### config.mk
export PLATFORM = sky130hd
export DESIGN_NAME = frame_tx
export DESIGN_NICKNAME = d
export VERILOG_FILES = /design/src/rtl/frame_tx.sv
export SDC_FILE = /design/constraint.sdc
export NUM_CORES = 1
export LEC_CHECK = 0
export CORE_AREA = 2 2 59 61
export CTS_CLUSTER_SIZE = 12
export DETAILED_ROUTE_END_ITERATION = 16
export DIE_AREA = 0 0 61 63
export PLACE_DENSITY = 0.83
export SETUP_SLACK_MARGIN = 0.02
export SLEW_MARGIN = 20
export SYNTH_ARGS = -nofsm -noshare
export SYNTH_HDL_FRONTEND = slang
export SYNTH_SLANG_ARGS = --single-unit
### constraint.sdc
create_clock -name clk -period 3.4 [get_ports clk]
set_clock_uncertainty 0.05 [all_clocks]
set_input_delay 0.34 -clock clk [delete_from_list [all_inputs] [get_ports clk]]
set_output_delay 0.34 -clock clk [all_outputs]
set_load 0.03 [all_outputs]
### src/rtl/frame_tx.sv
`default_nettype none
// ============================================================================
// Module   : frame_tx
// Brief    : Byte-serial frame source (2-byte header + payload) for aligner
//            bring-up, with header-corruption injection.
// Revision : 1.0 - initial release
// ============================================================================
module frame_tx #(
  parameter logic [7:0] HDR1_MSB    = 8'hAA,
  parameter logic [7:0] HDR1_LSB    = 8'hAF,
  parameter logic [7:0] HDR2_MSB    = 8'hBA,
  parameter logic [7:0] HDR2_LSB    = 8'hBC,
  parameter int         PAYLOAD_LEN = 10,
  parameter logic [7:0] IDLE_BYTE   = 8'h00,
  parameter logic [7:0] FILL_BYTE   = 8'h00
) (
  input  logic        clk,
  input  logic        reset,
  input  logic        enable,
  input  logic        hdr_sel,
  input  logic        corrupt_hdr,
  input  logic [7:0]  pl_data,
  input  logic        pl_valid,
  output logic        pl_ready,
  input  logic        underrun_clr,
  output logic [7:0]  tx_data,
  output logic        tx_valid,
  output logic [3:0]  tx_byte_position,
  output logic        frame_done,
  output logic        underrun,
  output logic [15:0] frame_cnt
);

  localparam logic [3:0] c_LAST_POS = 4'(PAYLOAD_LEN + 1);
  localparam logic [3:0] c_IDLE_POS = 4'hF;

  typedef enum logic [1:0] {
    ST_IDLE    = 2'd0,
    ST_HDR_MSB = 2'd1,
    ST_HDR_LSB = 2'd2,
    ST_PAYLOAD = 2'd3
  } state_t;

  state_t r_state;
  logic   r_sel;
  logic   r_corrupt;

  logic       w_last;
  logic       w_start;
  logic [3:0] w_pos_next;
  logic [7:0] w_hdr_lsb;

  assign w_last     = (r_state == ST_PAYLOAD) && (tx_byte_position == c_LAST_POS);
  assign w_start    = ((r_state == ST_IDLE) || w_last) && enable;
  assign w_pos_next = tx_byte_position + 4'd1;
  assign w_hdr_lsb  = (r_sel ? HDR2_LSB : HDR1_LSB) ^ {7'b0, r_corrupt};

  // Idle position 4'hF lies above L-1, so the range test alone is sufficient.
  assign pl_ready = (tx_byte_position >= 4'd1) &&
                    (tx_byte_position <= (c_LAST_POS - 4'd1));

  always_ff @(posedge clk or negedge reset) begin
    if (!reset) begin
      r_state          <= ST_IDLE;
      r_sel            <= 1'b0;
      r_corrupt        <= 1'b0;
      tx_data          <= IDLE_BYTE;
      tx_valid         <= 1'b0;
      tx_byte_position <= c_IDLE_POS;
      frame_done       <= 1'b0;
      underrun         <= 1'b0;
      frame_cnt        <= 16'h0000;
    end else begin
      frame_done <= 1'b0;
      // A fill event later in this block overrides the clear.
      if (underrun_clr) begin
        underrun <= 1'b0;
      end

      if (w_start) begin
        r_state          <= ST_HDR_MSB;
        r_sel            <= hdr_sel;
        r_corrupt        <= corrupt_hdr;
        tx_data          <= hdr_sel ? HDR2_MSB : HDR1_MSB;
        tx_valid         <= 1'b1;
        tx_byte_position <= 4'd0;
      end else if (w_last) begin
        r_state          <= ST_IDLE;
        tx_data          <= IDLE_BYTE;
        tx_valid         <= 1'b0;
        tx_byte_position <= c_IDLE_POS;
      end else begin
        case (r_state)
          ST_HDR_MSB: begin
            r_state          <= ST_HDR_LSB;
            tx_data          <= w_hdr_lsb;
            tx_valid         <= 1'b1;
            tx_byte_position <= 4'd1;
          end
          ST_HDR_LSB, ST_PAYLOAD: begin
            r_state          <= ST_PAYLOAD;
            tx_valid         <= 1'b1;
            tx_byte_position <= w_pos_next;
            if (pl_valid) begin
              tx_data <= pl_data;
            end else begin
              tx_data  <= FILL_BYTE;
              underrun <= 1'b1;
            end
            if (w_pos_next == c_LAST_POS) begin
              frame_done <= 1'b1;
              frame_cnt  <= frame_cnt + 16'd1;
            end
          end
          default: begin
            r_state          <= ST_IDLE;
            tx_data          <= IDLE_BYTE;
            tx_valid         <= 1'b0;
            tx_byte_position <= c_IDLE_POS;
          end
        endcase
      end
    end
  end

endmodule
`default_nettype wire

==> flow_summary.yaml, run 1 <==
worst_setup_path:
  critPathCaptureType: "primary output"
  cpPeakStageDelay_ns: 0.60
  cp.required_ns: 3.01
  crit_type: "reg2out"
  r2r_slack_ns: 1.38
  crit_fanout: 5
  arrival_ns: 2.14
  crit_slowest_cell: "clkdlybuf4s50_1"
  cp_cell_sequence: "inv_1 > ha_1 > nor4b_1 > a21oi_1 > clkdlybuf4s50_1"
  crit_path_start_kind: "flop"
sta:
  slew_headroom: 0.6012
  finalHoldViolations: 0
  worst_pin_slew_ns: 0.5928
  setup_viol: 0
  fin_crit_sh: 0.7434
  setup_tns_ns: 0
  setup_ws_ns: 0.8724
  period_needed_ns: 2.528
  finalMaxSlewViolations: 0
  fmax_ghz: 0.3956
  rsz0062_at_grt: "no"
detailed_routing:
  wirelength_um: 3250
  drt-pass1-iter-count: 4
  drc_errors: 0
  num_vias: 1206
  vias_per_cell: 5.132
  drt_iter0_markers: 53
  wl_per_cell_um: 13.83
  antenna_left: 0
outcome:
  outcome: "finished clean"
synthesis:
  syn-num-nets: 156
  synthArstFlopShare: 1.000
  avgSynthCellArea_sq_um: 11.44
  ys_ff_latch: 35
  ys_seq_area_frac: 0.5659
  yosysWarnings: 0
  ys_types: 33
  synthFlopType: "dfrtp_1"
  synth_edf_count: 0
  netlist_area_sq_um: 1556
  syn_inst: 136
grt:
  grt_max_degree: 36
  grt_overflow: 0
  track_usage: 0.1966
  grt_pass1_vias: 1245
  grt_pass1_wl_um: 5616
  antenna_found_initial: 0
floorplanning:
  ioPinCount: 47
  rows: 21
  coreArea_sq_um: 3232
  die_h_um: 63
  initial_core_util: 0.4816
  dieArea_sq_um: 3843
  die_w_um: 61
cells_and_area:
  final_cells: 235
  drive_gt1_frac: 0.1005
  area_growth_pct: 37.14
  final_common_cell: "clkdlybuf4s50_1"
  final_area_sq_um: 2135
  n_antenna_cell: 0
  layout_common_cells: "46 x clkdlybuf4s50_1, 31 x dfrtp_1, 13 x nand2_1"
  final_nets: 209
power_and_ir_drop:
  ir_drop_uv: 442.4
  p_sw_frac: 0.4158
  p_int_uw: 979.5
  powerDensity_nw_per_um2: 785.5
  switchingPower_uw: 697.2
  power.leakage_uw: 0.0009553
  power_frac_clock: 0.135
  p_total_uw: 1677
  pwr-share-seq: 0.386
  comb_power_share: 0.479
place:
  dp.cells: 228
  placed_cell_area_sq_um: 2078
  gp_congestion: 0.7982
  place_ws_ns: 1.262
  port_buffers: 46
  hpwl_um: 2432
clock_tree:
  cts_made_buffers: 5
  postCtsSetupBuffers: 0
  htreeDepth: 2
  clock_sinks: 35
  clk_path_buf_depth: 2
  clk_latency_ns: 0.34
  tritoncts: "yes"
  cts.clk_slew.worst_paths_ns: 0.10
  clk_root_buffer_cell: "clkbuf_4"
  cts_resized: 0
  hold_buffers: 0
hold_path:
  hp-class: "in2async"
job:
  max_cap_violations: 0
state kept, by name (all words and copies together) (netlist names):
register	flops
tx_valid	1
tx_byte_position	4
r_corrupt	1
r_sel	1
underrun	1
frame_done	1
frame_cnt	16
r_state	2
tx_data	8
cell families after synthesis:
logic type,count (synthesis),share of synthesized area
simple gates,55,0.1889
buf+inv,5,0.01205
compound gates,14,0.06110
xor+xnor,18,0.1013
mux,4,0.03054
fa+ha+maj,5,0.04019
flops,35,0.5659
cell usage after synthesis (2+ instances only):
cell     instances  area [sq um]
a21o_1           3         22.52
a21oi_1          3         15.01
and2_1           4         25.02
and3_1           2         12.51
and4_1           2         17.52
dfrtp_1         31         775.7
dfstp_2          4         105.1
ha_1             5         62.56
inv_1            4         15.01
mux2_2           3         33.78
nand2_1         13         48.80
nand3_1          5         25.02
nand4_1          8         50.05
nor2_1           7         26.28
nor2b_1          2         12.51
nor3_1           4         20.02
nor4_1           3         18.77
o21ai_0          2         10.01
xnor2_1          9         78.83
xor2_1           9         78.83
power by group through the flow:
stage               clock (uW)  combinational [uW]  sequential (uW)
finish                     226                 803              648
global route               249                 877              669
global placement             0                 787              646
detailed placement           0                 808              657
floorplan                    0                 307              834
CTS                        228                 812              649
worst max-delay path, delay by kind of cell, from the launching register on:
family | cells | cell delay (ns)
AO/OA/AOI/OAI | 1 | 0.07
flip-flops | 1 | 0.58
adder cells (fa/ha/maj) | 1 | 0.19
AND/OR/NAND/NOR | 1 | 0.29
buffers and inverters | 2 | 0.68
through the flow:
step,hold WS (ns),utilization
global route,0.3900,0.6605
finish,0.3504,0.6605
CTS,0.3689,0.6605
detailed placement,0.4333,0.6431
floorplan,-0.005591,-
global placement,0.4092,0.6431
path summary, 6_finish.rpt:
check,start,end,cells after the start
setup / recovery,tx_byte_position[1],pl_ready,5
hold / removal,reset,frame_cnt[8],2
setup reg to reg,tx_byte_position[0],frame_cnt[14],5
hold reg to reg,frame_cnt[15],frame_cnt[15],1
max in group asynchronous,reset,tx_byte_position[3],2
min in group clk,frame_cnt[15],frame_cnt[15],1
cell type report:
class	count	area [sq um]
flip-flops and latches	35	880.8
clock inverters	1	5.005
well taps	46	57.56
inverters	4	15.01
clock buffers	6	51.30
multi-input cells	96	656.9
fillers	277	1097
repair buffers	47	467.9
metal layers:
metal  vias to the layer above  wire length (um)  global-route usage
li1                        580                 -                   -
met5                         -                 0                   0
met2                        39              1764              0.3441
met4                         0                55             0.08152
met1                       580              1245              0.2207
met3                         7               184             0.04555
No activity file was read; power rests on OpenSTA's default activity.
==> inputs of run 2 (changes only) <==
--- a/config.mk
+++ b/config.mk
@@ -5,11 +5,11 @@
 export SDC_FILE = /design/constraint.sdc
 export NUM_CORES = 1
 export LEC_CHECK = 0
-export CORE_AREA = 2 2 59 61
+export CORE_AREA = 2 2 62 64
 export CTS_CLUSTER_SIZE = 12
 export DETAILED_ROUTE_END_ITERATION = 16
-export DIE_AREA = 0 0 61 63
-export PLACE_DENSITY = 0.83
+export DIE_AREA = 0 0 64 66
+export PLACE_DENSITY = 0.76
 export SETUP_SLACK_MARGIN = 0.02
 export SLEW_MARGIN = 20
 export SYNTH_ARGS = -nofsm -noshare
==> constraint.sdc (replaced) <==
create_clock -name clk -period 2.4 [get_ports clk]
set_clock_uncertainty 0.05 [all_clocks]
set_input_delay 0.24 -clock clk [delete_from_list [all_inputs] [get_ports clk]]
set_output_delay 0.24 -clock clk [all_outputs]
set_load 0.03 [all_outputs]
==> flow_summary.yaml, run 2 (synthesized netlist as in run 1, its figures left out) <==
grt:
  track_usage: 0.1667
  antenna_found_initial: 0
  grt_pass1_wl_um: 5471
  grt_overflow: 0
  grt_pass1_vias: 1278
  grt_max_degree: 36
sta:
  slew_headroom: 0.6447
  finalMaxSlewViolations: 0
  setup_viol: 0
  fin_crit_sh: 0.8902
  finalHoldViolations: 0
  rsz0062_at_grt: "no"
  worst_pin_slew_ns: 0.5281
  fmax_ghz: 0.4681
  period_needed_ns: 2.137
  setup_tns_ns: 0
power_and_ir_drop:
  powerDensity_nw_per_um2: 1098
  power_frac_clock: 0.126
  p_int_uw: 1357
  p_total_uw: 2338
  pwr-share-seq: 0.391
  switchingPower_uw: 981.1
  ir_drop_uv: 677.8
  p_sw_frac: 0.4196
  comb_power_share: 0.484
  power.leakage_uw: 0.0009502
cells_and_area:
  n_antenna_cell: 0
  area_growth_pct: 36.82
  final_nets: 209
  top_register: "frame_cnt"
  layout_common_cells: "45 x clkdlybuf4s50_1, 31 x dfrtp_1, 13 x nand2_1"
  final_cells: 238
  nFillCells: 302
  fin_util: 0.5997
  multi_input_area_sq_um: 656.9
  drive_gt1_frac: 0.09474
  largest_reg_flops: 16
  final_common_cell: "clkdlybuf4s50_1"
  reg_top3: "frame_cnt: 16 flops, tx_data: 8 flops, tx_byte_position: 4 flops"
  regArea_sq_um: 880.8
floorplanning:
  initial_core_util: 0.4383
  coreArea_sq_um: 3551
  dieArea_sq_um: 4224
  die_h_um: 66
  ioPinCount: 47
  die_w_um: 64
  rows: 22
job:
  max_cap_violations: 0
hold_path:
  hp-class: "in2async"
detailed_routing:
  wl_per_cell_um: 13.58
  drt_iter0_markers: 45
  antenna_left: 0
  vias_per_cell: 5.223
  num_vias: 1243
  drc_errors: 0
  wirelength_um: 3232
  drt-pass1-iter-count: 4
worst_setup_path:
  crit_fanout: 6
  crit_type: "reg2out"
  cp.required_ns: 2.11
  critPathCaptureType: "primary output"
  r2r_slack_ns: 0.46
  arrival_ns: 1.85
  reg2reg_from: "tx_byte_position[0]"
  reg2reg_depth: 5
  crit_path_start_kind: "flop"
  r2r-end: "frame_cnt[7]"
place:
  gp_congestion: 0.7807
  hpwl_um: 2464
  port_buffers: 46
  dp.cells: 230
clock_tree:
  postCtsSetupBuffers: 0
  htreeDepth: 2
  cts_made_buffers: 5
  clk_root_buffer_cell: "clkbuf_4"
  cts.clk_slew.worst_paths_ns: 0.10
  tritoncts: "yes"
  clk_path_buf_depth: 2
  clk_latency_ns: 0.33
  clock_sinks: 35
outcome:
  outcome: "finished clean"
## run 2: cell count changes in the layout (fill, tap and decap cells not counted)
cell / before / now
dlygate4sd2_1: 0 / 1
clkbuf_1: 0 / 2
clkdlybuf4s50_1: 46 / 45
clkbuf_8: 1 / 0
## run 2: per-layer routing
layer | vias up | track usage | wire length [um]
li1 | 584 | - | -
met1 | 614 | 0.1715 | 1251
met2 | 38 | 0.3190 | 1722
met3 | 7 | 0.04600 | 218
met4 | 0 | 0.06250 | 39
met5 | - | 0 | 0
## run 2: per-stage QoR
stage	hold WS, ns	setup slack (ns)	area [sq um]
global placement	0.4082	0.3828	2081
detailed placement	0.4255	0.3322	2081
CTS	0.2793	0.2337	2130
floorplan	-0.1056	0.5455	1556
finish	0.2664	0.2635	2130
global route	0.3090	0.1285	2130
## run 2: worst max-delay path, cell delays in order, from the launching register on
cell	delay, ns
dfstp_2	0.58
inv_1	0.07
ha_1	0.19
nor4b_1	0.14
a21oi_1	0.12
dlygate4sd2_1	0.41
## run 2: area by class of cell
class | instances | share of cell area
Clock buffer | 7 | 0.02115
Clock inverter | 1 | 0.002350
Inverter | 4 | 0.007051
Multi-Input combinational cell | 96 | 0.3085
Sequential cell | 35 | 0.4136
Tap cell | 48 | 0.02820
Timing Repair Buffer | 47 | 0.2192
## run 2: power by group through the flow
stage / clock [uW] / sequential [uW] / combinational [uW]
finish: 293 / 913 / 1130
global route: 332 / 943 / 1220
CTS: 304 / 915 / 1150
detailed placement: 0 / 925 / 1150
global placement: 0 / 914 / 1120
floorplan: 0 / 1180 / 434
## run 2: worst max-delay path by stage
stage | slack (ns) | startpoint | endpoint | cells past startpoint
floorplan | 0.55 | tx_byte_position[0] | tx_data[4] | 5
global placement | 0.38 | tx_byte_position[0] | pl_ready | 5
detailed placement | 0.33 | tx_byte_position[0] | pl_ready | 5
CTS | 0.23 | tx_byte_position[0] | pl_ready | 5
global route | 0.13 | tx_byte_position[1] | pl_ready | 5
finish | 0.26 | tx_byte_position[0] | pl_ready | 5
## run 2: what timing repair did
item / 4_1_cts / 5_1_grt
gates resized for setup: 1 / 0
setup endpoints to repair: 1 / 0
hold buffers: 0 / 0
==> RTL edit 1, RTL diff (config.mk and constraints of run 2) <==
Make the reset (`reset`) synchronous in one clocked block.
--- a/src/rtl/frame_tx.sv
+++ b/src/rtl/frame_tx.sv
@@ -59,7 +59,7 @@
   assign pl_ready = (tx_byte_position >= 4'd1) &&
                     (tx_byte_position <= (c_LAST_POS - 4'd1));
 
-  always_ff @(posedge clk or negedge reset) begin
+  always_ff @(posedge clk) begin
     if (!reset) begin
       r_state          <= ST_IDLE;
       r_sel            <= 1'b0;
Function: differs if reset is asserted again (counterexample within 4 cycles, from zero or initial values and one cycle with reset low); with reset held inactive, the same outputs for 10 cycles.
==> RTL edit 1 against run 2 <==
  * Cell area down 0.29%
  * Final cell count up 15%
  * Worst setup slack worse by 0.0058 ns
  * Routed wire length up 3.2%
  * Sequential cell count unchanged
  * Core utilization down 0.18 points
  * First-iteration DRC count up 69%
  * Critical path depth up 1
  * Area after synthesis down 3.2%
  * Largest cell class is now multi-input gates
Power is not compared: it rests on default switching activity, and its combinational part moved more than twofold at a synthesized area within 25%.
==> RTL edit 1: results <==
export IMPL_status="completed"
export IMPL_nets=245
export IMPL_timing_rr_start="tx_byte_position[0]"
export IMPL_irDropWorstVdd_mv=0.407
export IMPL_synth_cell_types=29
export IMPL_drive_gt1_share_pct=6.19
export IMPL_track_usage_pct=16.6
export IMPL_wl_per_cell_um=12.2
export IMPL_crit_path_max_incr_delay_ns=0.48
export IMPL_clock_latency_ns=0.35
export IMPL_cts_buffers=5
export IMPL_hp_start="corrupt_hdr"
export IMPL_overflow=0
export IMPL_p_leak_nw=0.818
export IMPL_syn_nets=193
export IMPL_synthTopCellsByCount="dfxtp_1, nand2_1, a21oi_1"
export IMPL_hpwl_mm=2.43
export IMPL_cts_root_buf="clkbuf_4"
export IMPL_timing_rr_end="frame_cnt[12]"
export IMPL_rr_worst_depth=6
export IMPL_critical_path_max_fanout=7
export IMPL_grt_max_degree=13
export IMPL_gp_congestion=0.828
export IMPL_via_count=1350
export IMPL_rrSetupSlack_ns=0.26
export IMPL_ys_async_sr_fraction_pct=0
export IMPL_grt_pass1_vias=1193
export IMPL_hold_ws_ns=0.386
export IMPL_synth_flop_cell="dfxtp_1"
export IMPL_worst_hold_path_type="in -> reg"
export IMPL_detail_route_iter0_violations=76
export IMPL_grt_pass1_wl_mm=5.44
export IMPL_path_delay_family="simple AND/OR/NAND/NOR gates"
export IMPL_cp_data_arrival_time_ns=2.37
export IMPL_yosys_top_cells_area="dfxtp_1, a21oi_1, nand2_1, xnor2_1, ha_1"
export IMPL_relSlewSlack_pct=47.5
export IMPL_n_fill_cell=338
export IMPL_seq_area_frac_synth_pct=46.5
export IMPL_cp_slowest_cell="or4_4"
## RTL edit 1: changes by cell type in the layout (fill, tap and decap cells not counted), moves of 6 or more
cell / before / now
nand2_1: 13 / 21
o21ai_0: 2 / 8
dfrtp_1: 31 / 0
dfxtp_1: 0 / 35
xor2_1: 9 / 1
a21oi_1: 3 / 16
## RTL edit 1: cell type report
cell class              count  share of cell area [%]
repair buffers             50                    23.0
inverters                  10                    1.77
clock buffers               6                    2.42
well taps                  48                    2.83
clock inverters             2                    1.65
flip-flops and latches     35                    33.0
multi-input cells         123                    35.3
## RTL edit 1: layer usage
metal / global-route usage, % / up-vias / part of all wire, %
met3: 5.11 / 5 / 5.2
met4: 6.52 / 0 / 1.2
li1: - / 704 / -
met1: 22.5 / 609 / 50
met2: 24.3 / 32 / 44
met5: 0 / - / 0
## RTL edit 1: cells by family (layout without fill, tap and decap cells)
| family | count (synthesis) | after routing | share of synthesized area [%] |
|---|---|---|---|
| AO/OA/AOI/OAI | 29 | 29 | 10.5 |
| XOR/XNOR | 10 | 10 | 5.81 |
| adder cells (fa/ha/maj) | 5 | 5 | 4.15 |
| buffers and inverters | 15 | 68 | 3.74 |
| flip-flops | 35 | 35 | 46.5 |
| multiplexers | 5 | 5 | 3.32 |
| AND/OR/NAND/NOR | 74 | 74 | 25.9 |
## RTL edit 1: stage by stage
stage          util (%)  setup slack [ns]  cell area [um^2]  power, mW  std cells
4_1_cts            59.8             0.247              2120       1.41        274
6_report           59.8             0.258              2120       1.40        274
5_1_grt            59.8            0.0475              2120       1.47        274
2_1_floorplan         -             0.315              1510      0.841        173
3_3_place_gp       57.4             0.379              2040      0.963        266
3_5_place_dp       57.4             0.309              2040      0.964        266
## RTL edit 1: how the worst max path moves through the flow
stage / end / slack (ns) / cells after the start
after floorplan: frame_cnt[12] / 0.32 / 6
after global placement: frame_cnt[14] / 0.38 / 6
after detailed placement: frame_cnt[12] / 0.31 / 6
after CTS: pl_ready / 0.25 / 5
after global routing: tx_byte_position[3] / 0.05 / 8
final: frame_cnt[12] / 0.26 / 6
## RTL edit 1: timing repair
item	CTS	global route
resized for setup	1	0
setup endpoints to repair	1	0
hold buffers	0	0
## RTL edit 1: worst reg2reg max path, stage by stage (launching register included)
cell,delay (ns)
dfxtp_1,0.38
ha_1,0.24
xnor2_1,0.33
nand3_1,0.13
or4_4,0.48
or3_1,0.32
a21oi_1,0.14
## RTL edit 1: power breakdown
part           total, mW  switching (mW)  internal [mW]
combinational      0.302           0.182          0.120
sequential         0.647          0.0299          0.617
clock              0.448           0.202          0.246
total               1.40           0.414          0.983
==> RTL edit 2, RTL diff (settings of run 2) <==
Made on the original files. `HDR1_MSB`: 8'hAA -> 8'h55.
--- a/src/rtl/frame_tx.sv
+++ b/src/rtl/frame_tx.sv
@@ -6,7 +6,7 @@
 // Revision : 1.0 - initial release
 // ============================================================================
 module frame_tx #(
-  parameter logic [7:0] HDR1_MSB    = 8'hAA,
+  parameter logic [7:0] HDR1_MSB    = 8'h55,
   parameter logic [7:0] HDR1_LSB    = 8'hAF,
   parameter logic [7:0] HDR2_MSB    = 8'hBA,
   parameter logic [7:0] HDR2_LSB    = 8'hBC,
Formal check against the unedited RTL: not equivalent (Yosys sat finds a counterexample within 4 cycles, from zero or initial values and one cycle with reset low).
==> RTL edit 2 against run 2 <==
  * Sequential cell count unchanged
  * Total power rose by 8.6%
  * Area after synthesis down 0.32%
  * Cell area increased by 1.0%
  * Routed wire length fell by 6.1%
  * Die area unchanged
  * Synthesized cell count is 0.74% lower
  * Via count fell by 5.0%
  * Worst setup slack worse by 0.023 ns
  * Critical path type unchanged
  * Critical endpoint unchanged
  * Largest power group unchanged
==> RTL edit 2: results <==
export IMPL_status="completed"
export IMPL_drive_gt1_share_pct=11.7
export IMPL_final_nonclk_buf_share_pct=21.7
export IMPL_pwr_share_seq_pct=37.6
export IMPL_timing_rr_end="frame_cnt[14]"
export IMPL_rr_worst_depth=6
export IMPL_nets=207
export IMPL_wl_met3_um=143
export IMPL_synth_fa_ha_area_share_pct=4.03
export IMPL_grt_pass1_vias=1128
export IMPL_n_clock_buffer=5
export IMPL_p_leak_nw=0.955
export IMPL_seq_area_share_pct=41.0
export IMPL_seq_area_frac_synth_pct=56.8
export IMPL_n_fill_cell=276
export IMPL_wl_met2_mm=1.45
export IMPL_use_met1_pct=19.3
export IMPL_synth_compound_area_share_pct=6.29
export IMPL_synth_xor_area_share_pct=10.6
export IMPL_detail_route_iter0_violations=40
export IMPL_synth_cell_types=35
export IMPL_wl_per_cell_um=12.9
export IMPL_yosys_top_cells_area="dfrtp_1, dfstp_2, xnor2_1, ha_1, nand2_1"
export IMPL_grt_pass1_wl_mm=5.07
export IMPL_grtUsageMet2_pct=25.9
export IMPL_wl_met1_mm=1.37
export IMPL_irDropWorstVdd_mv=0.639
export IMPL_hpwl_mm=2.34
export IMPL_cp_data_arrival_time_ns=1.87
export IMPL_vias_per_cell=5.00
export IMPL_gp_congestion=0.771
export IMPL_multi_input_area_um2=647
export IMPL_power_mw=2.54
export IMPL_track_usage_pct=16.2
export IMPL_rrSetupSlack_ns=0.35
export IMPL_synthTopCellsByCount="dfrtp_1, nand2_1, xnor2_1"
export IMPL_grtUsageMet3_pct=3.75
-- RTL edit 2: critical path, stage by stage (launching register included) --
cell	delay, ns
dfstp_2	0.60
inv_1	0.09
ha_1	0.20
nor4b_1	0.13
a21oi_1	0.11
dlygate4sd2_1	0.41
-- RTL edit 2: how the worst min path moves through the flow --
stage | end | startpoint | cells after the start
floorplan | frame_cnt[0] | reset | 0
CTS | tx_data[4] | reset | 2
finish | frame_cnt[4] | reset | 2
global route | tx_data[4] | reset | 2
global placement | frame_cnt[15] | frame_cnt[15] | 1
detailed placement | frame_cnt[15] | frame_cnt[15] | 1
-- RTL edit 2: through the flow --
stage	hold slack, ns	util, %	instances	area, um^2	worst slack, ns
5_1_grt	0.283	60.6	236	2150	0.132
4_1_cts	0.242	60.6	236	2150	0.211
6_report	0.242	60.6	236	2150	0.240
3_3_place_gp	0.410	58.3	228	2070	0.384
3_5_place_dp	0.419	58.3	228	2070	0.340
2_1_floorplan	-0.106	-	135	1550	0.393
